<file path="src/rtl/ad9833_pkg.sv">
// Shared AD9833 sweep definitions: control bits,
// waveform encoding, park word and sequencer states.
package ad9833_pkg;

  localparam logic [15:0] CTRL_B28     = 16'h2000;
  localparam logic [15:0] CTRL_RESET   = 16'h0100;
  localparam logic [15:0] CTRL_OPBITEN = 16'h0020;
  localparam logic [15:0] CTRL_DIV2    = 16'h0008;
  localparam logic [15:0] CTRL_MODE    = 16'h0002;

  localparam logic [15:0] PARK_CTRL = CTRL_B28 | CTRL_RESET;
  localparam logic [27:0] PARK_FREQ = 28'h0;

  typedef enum logic [1:0] {
    WAVE_SINE = 2'd0,
    WAVE_TRI  = 2'd1,
    WAVE_SQ   = 2'd2,
    WAVE_SQ2  = 2'd3
  } wave_e;

  typedef enum logic [3:0] {
    S_IDLE,
    S_LOAD,
    S_REQ,
    S_WAIT,
    S_DWELL,
    S_NEXT,
    S_PARK,
    S_FIN,
    S_ERR
  } state_e;

  function automatic logic [15:0] ctrl_word(input wave_e w);
    logic [15:0] bits;
    unique case (w)
      WAVE_TRI: bits = CTRL_MODE;
      WAVE_SQ:  bits = CTRL_OPBITEN | CTRL_DIV2;
      WAVE_SQ2: bits = CTRL_OPBITEN;
      default:  bits = 16'h0000;
    endcase
    return CTRL_B28 | bits;
  endfunction

endpackage

</file>
<file path="src/rtl/ad9833_sweep_ctrl_if.sv">
// Go/ack/complete handshake between the sweep
// sequencer and the AD9833 serial driver.
interface ad9833_sweep_ctrl_if;

  logic        go;
  logic [15:0] control;
  logic [27:0] freq;
  logic        good_to_reset_go;
  logic        send_complete;

  modport master (
    output go,
    output control,
    output freq,
    input  good_to_reset_go,
    input  send_complete
  );

  modport slave (
    input  go,
    input  control,
    input  freq,
    output good_to_reset_go,
    output send_complete
  );

endinterface

</file>
<file path="src/rtl/ad9833_dwell_timer.sv">
// Dwell down-counter: load, count to zero, expire.
// Abort ends a running count on the current cycle.
module ad9833_dwell_timer #(
  parameter int W = 24
) (
  input  logic         clk,
  input  logic         rst,
  input  logic         load,
  input  logic [W-1:0] load_val,
  input  logic         abort,
  output logic         expire
);

  logic [W-1:0] cnt;
  logic         run;

  assign expire = run && (abort || cnt == '0);

  always_ff @(posedge clk or posedge rst) begin
    if (rst) begin
      cnt <= '0;
      run <= 1'b0;
    end else if (load) begin
      cnt <= load_val;
      run <= 1'b1;
    end else if (expire) begin
      run <= 1'b0;
    end else if (run) begin
      cnt <= cnt - W'(1);
    end
  end

endmodule

</file>
<file path="src/rtl/ad9833_sweep_ctrl.sv">
// Frequency-sweep sequencer feeding the AD9833 driver:
// one transaction per point, dwell, then a park write.
module ad9833_sweep_ctrl
  import ad9833_pkg::*;
#(
  parameter int DWELL_W     = 24,
  parameter int ACK_TIMEOUT = 1000
) (
  input  logic               clk,
  input  logic               rst,
  input  logic               start,
  input  logic               stop,
  input  logic [27:0]        freq_start,
  input  logic [27:0]        freq_step,
  input  logic [15:0]        num_steps,
  input  logic [DWELL_W-1:0] dwell,
  input  logic [1:0]         wave,
  ad9833_sweep_ctrl_if.master drv,
  output logic               busy,
  output logic               done,
  output logic               ovf,
  output logic               err,
  output logic [15:0]        point_idx
);

  localparam int TO_W = $clog2(ACK_TIMEOUT + 1);
  localparam logic [TO_W-1:0] TO_LAST = TO_W'(ACK_TIMEOUT - 1);

  state_e             state;
  logic               go_q;
  logic [15:0]        ctrl_q;
  logic [27:0]        freq_q;
  logic [27:0]        step_q;
  logic [15:0]        nsteps_q;
  logic [DWELL_W-1:0] dwell_q;
  logic               is_park;
  logic               stop_pend;
  logic [TO_W-1:0]    to_cnt;
  logic [28:0]        sum;
  logic               tmr_load;
  logic               tmr_expire;

  assign drv.go      = go_q;
  assign drv.control = ctrl_q;
  assign drv.freq    = freq_q;

  // 29-bit add: the carry flags a point past 2^28-1
  assign sum = {1'b0, freq_q} + {1'b0, step_q};

  assign tmr_load = (state == S_WAIT) && drv.send_complete && !is_park;

  ad9833_dwell_timer #(
    .W(DWELL_W)
  ) u_dwell (
    .clk      (clk),
    .rst      (rst),
    .load     (tmr_load),
    .load_val (dwell_q),
    .abort    (stop || stop_pend),
    .expire   (tmr_expire)
  );

  always_ff @(posedge clk or posedge rst) begin
    if (rst) begin
      state     <= S_IDLE;
      go_q      <= 1'b0;
      ctrl_q    <= PARK_CTRL;
      freq_q    <= PARK_FREQ;
      step_q    <= '0;
      nsteps_q  <= '0;
      dwell_q   <= '0;
      is_park   <= 1'b0;
      stop_pend <= 1'b0;
      to_cnt    <= '0;
      busy      <= 1'b0;
      done      <= 1'b0;
      ovf       <= 1'b0;
      err       <= 1'b0;
      point_idx <= '0;
    end else begin
      done <= 1'b0;
      if (stop && state != S_IDLE) stop_pend <= 1'b1;
      unique case (state)
        S_IDLE: begin
          if (start) begin
            ctrl_q    <= ctrl_word(wave_e'(wave));
            freq_q    <= freq_start;
            step_q    <= freq_step;
            nsteps_q  <= num_steps;
            dwell_q   <= dwell;
            point_idx <= '0;
            is_park   <= 1'b0;
            stop_pend <= 1'b0;
            ovf       <= 1'b0;
            err       <= 1'b0;
            busy      <= 1'b1;
            state     <= S_LOAD;
          end
        end
        S_LOAD: begin
          go_q   <= 1'b1;
          to_cnt <= '0;
          state  <= S_REQ;
        end
        S_REQ: begin
          if (drv.good_to_reset_go) begin
            go_q  <= 1'b0;
            state <= S_WAIT;
          end else if (to_cnt == TO_LAST) begin
            go_q  <= 1'b0;
            err   <= 1'b1;
            done  <= 1'b1;
            state <= S_ERR;
          end else begin
            to_cnt <= to_cnt + TO_W'(1);
          end
        end
        S_WAIT: begin
          if (drv.send_complete) begin
            if (is_park) begin
              done  <= 1'b1;
              state <= S_FIN;
            end else begin
              state <= S_DWELL;
            end
          end
        end
        S_DWELL: begin
          if (tmr_expire) state <= S_NEXT;
        end
        S_NEXT: begin
          if (stop_pend || point_idx == nsteps_q) begin
            ctrl_q <= PARK_CTRL;
            freq_q <= PARK_FREQ;
            state  <= S_PARK;
          end else if (sum[28]) begin
            ovf    <= 1'b1;
            ctrl_q <= PARK_CTRL;
            freq_q <= PARK_FREQ;
            state  <= S_PARK;
          end else begin
            freq_q    <= sum[27:0];
            point_idx <= point_idx + 16'd1;
            state     <= S_LOAD;
          end
        end
        S_PARK: begin
          is_park <= 1'b1;
          go_q    <= 1'b1;
          to_cnt  <= '0;
          state   <= S_REQ;
        end
        S_FIN, S_ERR: begin
          busy  <= 1'b0;
          state <= S_IDLE;
        end
        default: state <= S_IDLE;
      endcase
    end
  end

endmodule

</file>
<file path="src/flat_wrapper.sv">
// flat-port wrapper written by rule: the top's interface ports become plain ports
module ad9833_sweep_ctrl_flat import ad9833_pkg::*;
#(
  parameter int DWELL_W     = 24,
  parameter int ACK_TIMEOUT = 1000
)
  (clk, rst, start, stop, freq_start, freq_step, num_steps, dwell, wave, busy, done, ovf, err, point_idx, drv_go, drv_control, drv_freq, drv_good_to_reset_go, drv_send_complete);
  ad9833_sweep_ctrl_if drv_i ();
  input  logic clk;
  input  logic rst;
  input  logic start;
  input  logic stop;
  input  logic [27:0] freq_start;
  input  logic [27:0] freq_step;
  input  logic [15:0] num_steps;
  input  logic [DWELL_W-1:0] dwell;
  input  logic [1:0] wave;
  output logic busy;
  output logic done;
  output logic ovf;
  output logic err;
  output logic [15:0] point_idx;
  output wire logic [$bits(drv_i.go)-1:0] drv_go;
  output wire logic [$bits(drv_i.control)-1:0] drv_control;
  output wire logic [$bits(drv_i.freq)-1:0] drv_freq;
  input wire logic [$bits(drv_i.good_to_reset_go)-1:0] drv_good_to_reset_go;
  input wire logic [$bits(drv_i.send_complete)-1:0] drv_send_complete;
  assign drv_go = drv_i.go;
  assign drv_control = drv_i.control;
  assign drv_freq = drv_i.freq;
  assign drv_i.good_to_reset_go = drv_good_to_reset_go;
  assign drv_i.send_complete = drv_send_complete;
  ad9833_sweep_ctrl #(.DWELL_W(DWELL_W), .ACK_TIMEOUT(ACK_TIMEOUT)) u_core (.clk(clk), .rst(rst), .start(start), .stop(stop), .freq_start(freq_start), .freq_step(freq_step), .num_steps(num_steps), .dwell(dwell), .wave(wave), .drv(drv_i), .busy(busy), .done(done), .ovf(ovf), .err(err), .point_idx(point_idx));
endmodule
</file>
<file path="config.mk">
export PLATFORM = sky130hd
export DESIGN_NAME = ad9833_sweep_ctrl_flat
export DESIGN_NICKNAME = d
export VERILOG_FILES = /design/src/rtl/ad9833_pkg.sv /design/src/rtl/ad9833_sweep_ctrl_if.sv /design/src/rtl/ad9833_dwell_timer.sv /design/src/rtl/ad9833_sweep_ctrl.sv /design/src/flat_wrapper.sv
export SDC_FILE = /design/constraint.sdc
export NUM_CORES = 1
export LEC_CHECK = 0
export ABC_AREA = 1
export BUFFER_PORTS_ARGS = -buffer_cell sky130_fd_sc_hd__buf_2
export CAP_MARGIN = 20
export CORE_MARGIN = 2
export CORE_UTILIZATION = 45
export CTS_BUF_LIST = sky130_fd_sc_hd__clkbuf_8
export DETAILED_ROUTE_END_ITERATION = 12
export HOLD_SLACK_MARGIN = 0.15
export MAX_ROUTING_LAYER = met4
export PLACE_DENSITY_LB_ADDON = 0.05
export SYNTH_ARGS = -nofsm -noshare
export SYNTH_HDL_FRONTEND = slang
export SYNTH_HIERARCHICAL = 1
export SYNTH_SLANG_ARGS = --single-unit
</file>
<file path="constraint.sdc">
create_clock -name clk -period 6.3 [get_ports clk]
set_input_delay 0.63 -clock clk [delete_from_list [all_inputs] [get_ports clk]]
set_output_delay 0.63 -clock clk [all_outputs]
set_load 0.1 [all_outputs]
</file>
==> impl_metrics.ini, run 1 <==
[outcome]
outcome = finished, final reports clean

[pwr]
power.internal_uw = 3070
post-layout-total-power_uw = 7075
powerDensity_nw_per_um2 = 584.3
clockPowerShare = 0.117
seq_power_share = 0.253
p_sw_frac = 0.5661
power.net_switching_uw = 4005
worst_ir_drop_vdd_v = 0.0002769
reported_leakage_power_uw = 0.006432
power_frac_comb = 0.629

[clock_network]
htree_levels = 4
cts_max_path_buffers = 2
post_cts.resized_instances = 0
path_clk_slew_ps = 100
clock_sinks = 162
cts_post_setup_buffers_inserted = 0
clkLatencyLatePin_ps = 460
root_buffer_selected_by_cts = sky130_fd_sc_hd__clkbuf_8
numCtsBuffers = 17
tritoncts = built
cts.hold.buffers_added = 0

[sta]
finalWorstPathRequiredPeriod_ps = 2780
worst_slew_margin_rel = 0.3860
number_of_slew_limit_violations_in_the_final_report = 0
hold_viol_final = 0
fin_worst_skew_ps = 21.55
fin_crit_sh = 0.4413
setup_ws_ps = 3520
grt_setup_unrepaired = no
worst_pin_slew_ps = 921.0
timing.setup.tns_ps = 0
max_clock_freq_mhz = 359.7
setup-violations-final = 0

[synthesis]
yosys_warnings = 6
synth-seq-cells = 162
synthArstFlopShare = 1.000
synth_largest_type_area_fraction = 0.3757
postSynthAreaPerCell_um2 = 6.818
syn_area_um2 = 10720
netlist-cell-type-count = 49
synth_top_cell_by_area = sky130_fd_sc_hd__dfrtp_1
synthTopCellsByArea = sky130_fd_sc_hd__dfrtp_1 (38%), sky130_fd_sc_hd__nand2_1 (21%), sky130_fd_sc_hd__inv_1 (6.0%)
fraction_of_the_yosys_area_taken_by_sequential_cells = 0.3781
synth-main-ff-cell = sky130_fd_sc_hd__dfrtp_1
syn-instance-count = 1573
synth_enable_flop_cells = 0

[setup_path]
critPathMaxFanout = 33
rr_startpoint = u_core/drv.freq[0]
end_kind = flop
timing.critical_path.arrival_ps = 3150
timing.critical_path.cells = ha_1 -> inv_1 -> fa_1 -> inv_1 -> nand3_1 -> nand3_2 -> nand3_1 -> nand3_2 -> nand2_2 -> nand2_4 -> nor2_4 -> nand3_1 -> a21oi_1
r2r_setup_slack_ps = 3520
setup.worst_path.class = flop to flop
startpoint_type = flop
slowest_stage = sky130_fd_sc_hd__nor2_4
top_cell_family_by_delay_on_the_critical_path = simple AND/OR/NAND/NOR gates
critical-path-max-stage-delay_ps = 660
cp.depth = 13
worstSetupStartpoint = u_core/drv.freq[0]
critPathRequiredTime_ps = 6670
cpMostUsedCell = sky130_fd_sc_hd__nand3_1
ff2ff_path_depth = 13
critical_path_buf_inv_count = 2

[layout]
n_fill_cell = 2473
fin_nets = 1846
areaGrowthSynthToFinish_pct = 12.92
drive_gt1_frac = 0.1650
layout.cells.most_common = sky130_fd_sc_hd__nand2_1
instances_no_fill = 2042
mostFrequentLayoutCells = sky130_fd_sc_hd__nand2_1 (597), sky130_fd_sc_hd__inv_1 (170), sky130_fd_sc_hd__dfrtp_1 (161)

[placed_design]
port-buffer-count = 156
dp.final_hpwl_um = 21790
gpl.final_weighted_congestion = 0.9429
placedCellCount = 2008
dp_slack_ps = 3496

[routing]
drc = 0
vias = 9969
vias_per_cell = 4.882
ant_nets = 0
first_pass_drt_iterations = 5
postRouteWirelength_um = 29440
drt-initial-drc-count = 711
drt-wirelength-per-cell_um = 14.42

[job]
cap_violations = 0

[floorplan]
placementRows = 56
ioPinCount = 169
core_region_area_um2 = 23400
design.die.area_um2 = 25080
start_util = 0.4582
die_h_um = 158.4
die_width_um = 158.4

[global_routing]
track_usage = 0.2493
first_pass_grt_wire_length_um = 48070
global_route_overflow = 0
via_count_of_the_first_global_routing_pass = 9418
antenna_violations_before_repair = 2
grt_max_degree = 97

[worst_hold_path]
hold_path_class = primary input to async pin
stage by stage:
| step | hold slack [ps] | cell area, µm² | util |
|---|---|---|---|
| after global placement | 456.9 | 11650 | 0.4977 |
| after detailed placement | 458.2 | 11660 | 0.4983 |
| final | 200.6 | 12110 | 0.5174 |
| after CTS | 337.7 | 12080 | 0.5160 |
| after global routing | 214.8 | 12110 | 0.5174 |
| after floorplan | 434.5 | 10760 | - |
power groups by stage:
stage / Sequential, µW / Combinational (µW) / Clock [µW]
floorplan: 2540 / 2760 / 0
global placement: 1800 / 4410 / 0
detailed placement: 1810 / 4440 / 0
CTS: 1790 / 4460 / 856
global route: 1850 / 4980 / 898
finish: 1790 / 4450 / 831
area by class of cell:
type / count / area (µm²) / share of cell area
antenna: 2 / 5.005 / 0.0004133
clock buffer: 17 / 234.0 / 0.01932
clock inverter: 14 / 180.2 / 0.01488
inverter: 185 / 701.9 / 0.05797
multi-input combinational: 1181 / 5680 / 0.4691
sequential: 162 / 4055 / 0.3349
tap: 319 / 399.1 / 0.03296
timing repair buffer: 162 / 853.3 / 0.07047
synthesized netlist by cell type (3+ instances only):
master / instances
sky130_fd_sc_hd__nand2_1: 597
sky130_fd_sc_hd__inv_1: 171
sky130_fd_sc_hd__dfrtp_1: 161
sky130_fd_sc_hd__nor2_1: 143
sky130_fd_sc_hd__nand3_1: 105
sky130_fd_sc_hd__o21ai_0: 55
sky130_fd_sc_hd__a21oi_1: 51
sky130_fd_sc_hd__ha_1: 32
sky130_fd_sc_hd__nand4_1: 26
sky130_fd_sc_hd__clkbuf_1: 22
sky130_fd_sc_hd__nor3_1: 22
sky130_fd_sc_hd__xor2_1: 22
sky130_fd_sc_hd__nand2_2: 21
sky130_fd_sc_hd__buf_4: 19
sky130_fd_sc_hd__nor2_2: 15
sky130_fd_sc_hd__inv_2: 13
sky130_fd_sc_hd__o21ai_1: 11
sky130_fd_sc_hd__o21ai_2: 11
sky130_fd_sc_hd__buf_2: 9
sky130_fd_sc_hd__o21bai_1: 6
sky130_fd_sc_hd__nand3b_1: 5
sky130_fd_sc_hd__nor2_4: 5
sky130_fd_sc_hd__or2_2: 5
sky130_fd_sc_hd__nor3b_1: 4
sky130_fd_sc_hd__a21oi_2: 3
sky130_fd_sc_hd__buf_6: 3
sky130_fd_sc_hd__nor4_1: 3
sky130_fd_sc_hd__xnor2_1: 3
metal layers:
| metal | global-route usage | vias to the layer above | part of all wire |
|---|---|---|---|
| met1 | 0.3588 | 4542 | 0.51 |
| li1 | - | 5177 | - |
| met4 | 0.04462 | 0 | 0.010 |
| met2 | 0.3735 | 233 | 0.43 |
| met3 | 0.04328 | 17 | 0.051 |
| met5 | - | - | 0 |
state kept, by name, summed over array words and instances (netlist names):
name                flops
u_core/step_q          28
u_core/done             1
u_core/drv.control      4
u_core/is_park          1
u_core/to_cnt          10
u_core/busy             1
u_core/u_dwell/cnt     24
u_core/ovf              1
u_core/nsteps_q        16
u_core/drv.go           1
u_core/stop_pend        1
u_core/dwell_q         24
u_core/u_dwell/run      1
u_core/err              1
u_core/point_idx       16
u_core/drv.freq        28
u_core/state            4
path summary, 6_finish.rpt:
kind,to
max,u_core/drv.freq[6]
min,u_core/u_dwell/cnt[17]
max reg2reg,u_core/drv.freq[6]
min reg2reg,u_core/dwell_q[1]
max in group asynchronous,u_core/drv.control[8]
min in group clk,u_core/nsteps_q[13]
logic make-up after synthesis:
logic type | count (synthesis) | synth area share
AO/OA/AOI/OAI | 148 | 0.08097
XOR/XNOR | 25 | 0.02042
adder cells (fa/ha/maj) | 33 | 0.03920
buffers and inverters | 240 | 0.09614
flip-flops | 162 | 0.3781
other | 2 | 0.0007003
AND/OR/NAND/NOR | 963 | 0.3844
No activity file was read; power rests on OpenSTA's default activity.
==> run 2: changes to the inputs <==
- clock period: 6.3 -> 2.58 ns (I/O delays scaled with it)
==> run 2 against run 1 <==
Against the previous run: first-iteration DRC count decreased by 1.7%; critical endpoint is now u_core/drv.control[1]; flip-flop and latch count stayed put; clock skew grew 2.6 ps; register-to-register slack lost 3300 ps.
==> impl_metrics.ini, run 2 (same netlist as run 1, synthesis figures left out) <==
[layout]
drive_gt1_frac = 0.1748
layout.cells.most_common = sky130_fd_sc_hd__nand2_1
mostFrequentLayoutCells = sky130_fd_sc_hd__nand2_1 (597), sky130_fd_sc_hd__inv_1 (171), sky130_fd_sc_hd__buf_2 (156)
areaGrowthSynthToFinish_pct = 23.08
fin_nets = 1955

[floorplan]
core_region_area_um2 = 23400
die_h_um = 158.4
design.die.area_um2 = 25080
ioPinCount = 169
die_width_um = 158.4
placementRows = 56
start_util = 0.4582

[setup_path]
timing.critical_path.cells = ha_2 -> inv_1 -> fa_1 -> inv_1 -> nand3_1 -> nand3_2 -> nand3_1 -> nand3_2 -> nand2_2 -> nand2_4 -> nor2_4 -> buf_4 -> o21ai_0 -> o21ai_0
timing.critical_path.arrival_ps = 2710
top_cell_family_by_delay_on_the_critical_path = simple AND/OR/NAND/NOR gates
setup.worst_path.class = flop to flop
end_kind = flop
startpoint_type = flop
critical-path-max-stage-delay_ps = 400
critical_path_buf_inv_count = 3
critPathRequiredTime_ps = 2920
critPathMaxFanout = 5
slowest_stage = sky130_fd_sc_hd__fa_1

[routing]
ant_nets = 0
vias_per_cell = 4.859
drt-wirelength-per-cell_um = 14.30
postRouteWirelength_um = 30760
vias = 10452
first_pass_drt_iterations = 5
drt-initial-drc-count = 699
drc = 0

[clock_network]
tritoncts = built
numCtsBuffers = 17
path_clk_slew_ps = 100
htree_levels = 4
root_buffer_selected_by_cts = sky130_fd_sc_hd__clkbuf_8
clock_sinks = 162
cts_max_path_buffers = 2
clkLatencyLatePin_ps = 470

[placed_design]
gpl.final_weighted_congestion = 0.9616
port-buffer-count = 156
dp.final_hpwl_um = 22050

[global_routing]
first_pass_grt_wire_length_um = 49550
grt_max_degree = 138
via_count_of_the_first_global_routing_pass = 9930
antenna_violations_before_repair = 1
global_route_overflow = 0
track_usage = 0.2566

[worst_hold_path]
hold_path_class = primary input to flop

[sta]
number_of_slew_limit_violations_in_the_final_report = 0
grt_setup_unrepaired = no
hold_viol_final = 0
setup-violations-final = 0
worst_pin_slew_ps = 775.6
max_clock_freq_mhz = 421.6
worst_slew_margin_rel = 0.4830
fin_worst_skew_ps = 24.15
timing.setup.tns_ps = 0
fin_crit_sh = 0.9194
finalWorstPathRequiredPeriod_ps = 2372

[job]
cap_violations = 0

[outcome]
outcome = finished, final reports clean

[pwr]
post-layout-total-power_uw = 17400
reported_leakage_power_uw = 0.006872
powerDensity_nw_per_um2 = 1318
worst_ir_drop_vdd_v = 0.0007228
## run 2: worst paths after layout
check	cells after the start	endpoint	startpoint	slack, ps
setup reg to reg	14	u_core/drv.control[1]	u_core/drv.freq[0]	210
max in group asynchronous	4	u_core/drv.freq[25]	rst	1390
hold / removal	3	u_core/drv.freq[2]	freq_start[2]	190
setup / recovery	14	u_core/drv.control[1]	u_core/drv.freq[0]	210
min in group asynchronous	4	u_core/u_dwell/cnt[22]	rst	440
hold reg to reg	2	u_core/dwell_q[4]	u_core/dwell_q[4]	480
## run 2: cell type report
cell class	instances	area, µm²
Antenna cell	1	2.502
Clock buffer	17	234.0
Multi-Input combinational cell	1181	5683
Sequential cell	162	4086
Timing Repair Buffer	271	1947
Clock inverter	15	146.4
Fill cell	2370	10200
Tap cell	319	399.1
Inverter	185	700.7
## run 2: metrics by stage
step	utilization	std cells	instance area [µm²]	setup WS (ps)	hold slack, ps
final	0.5640	2151	13200	208.1	192.5
after global routing	0.5640	2151	13200	18.92	165.9
after CTS	0.5624	2148	13160	156.4	157.8
after detailed placement	0.5038	2017	11790	171.1	375.7
after global placement	0.5038	2017	11790	303.5	369.6
after floorplan	-	1583	10800	6.679	285.3
## run 2: timing repair
action,4_1_cts,5_1_grt
setup endpoints to repair,0,12
buffers inserted,0,1
hold buffers,99,0
gates resized for setup,0,1
hold endpoints to repair,260,0
## run 2: layer usage
metal | routed length, µm | vias to the layer above | track usage
li1 | - | 5401 | -
met1 | 15400 | 4782 | 0.3682
met2 | 13520 | 252 | 0.3870
met3 | 1545 | 17 | 0.03974
met4 | 289 | 0 | 0.05105
met5 | 0 | - | -
## run 2: report_power, final
group	switching [µW]	internal (µW)	leakage [µW]
clock	1090	794	0.000199
sequential	793	3590	0.00201
combinational	7990	3140	0.00467
total	9870	7520	0.00687
## run 2: worst reg2reg max path, cell delays in order (launching register included)
cell,delay [ps]
sky130_fd_sc_hd__dfrtp_2,390
sky130_fd_sc_hd__ha_2,210
sky130_fd_sc_hd__inv_1,50
sky130_fd_sc_hd__fa_1,400
sky130_fd_sc_hd__inv_1,120
sky130_fd_sc_hd__nand3_1,90
sky130_fd_sc_hd__nand3_2,110
sky130_fd_sc_hd__nand3_1,90
sky130_fd_sc_hd__nand3_2,120
sky130_fd_sc_hd__nand2_2,80
sky130_fd_sc_hd__nand2_4,110
sky130_fd_sc_hd__nor2_4,70
sky130_fd_sc_hd__buf_4,160
sky130_fd_sc_hd__o21ai_0,140
sky130_fd_sc_hd__o21ai_0,110
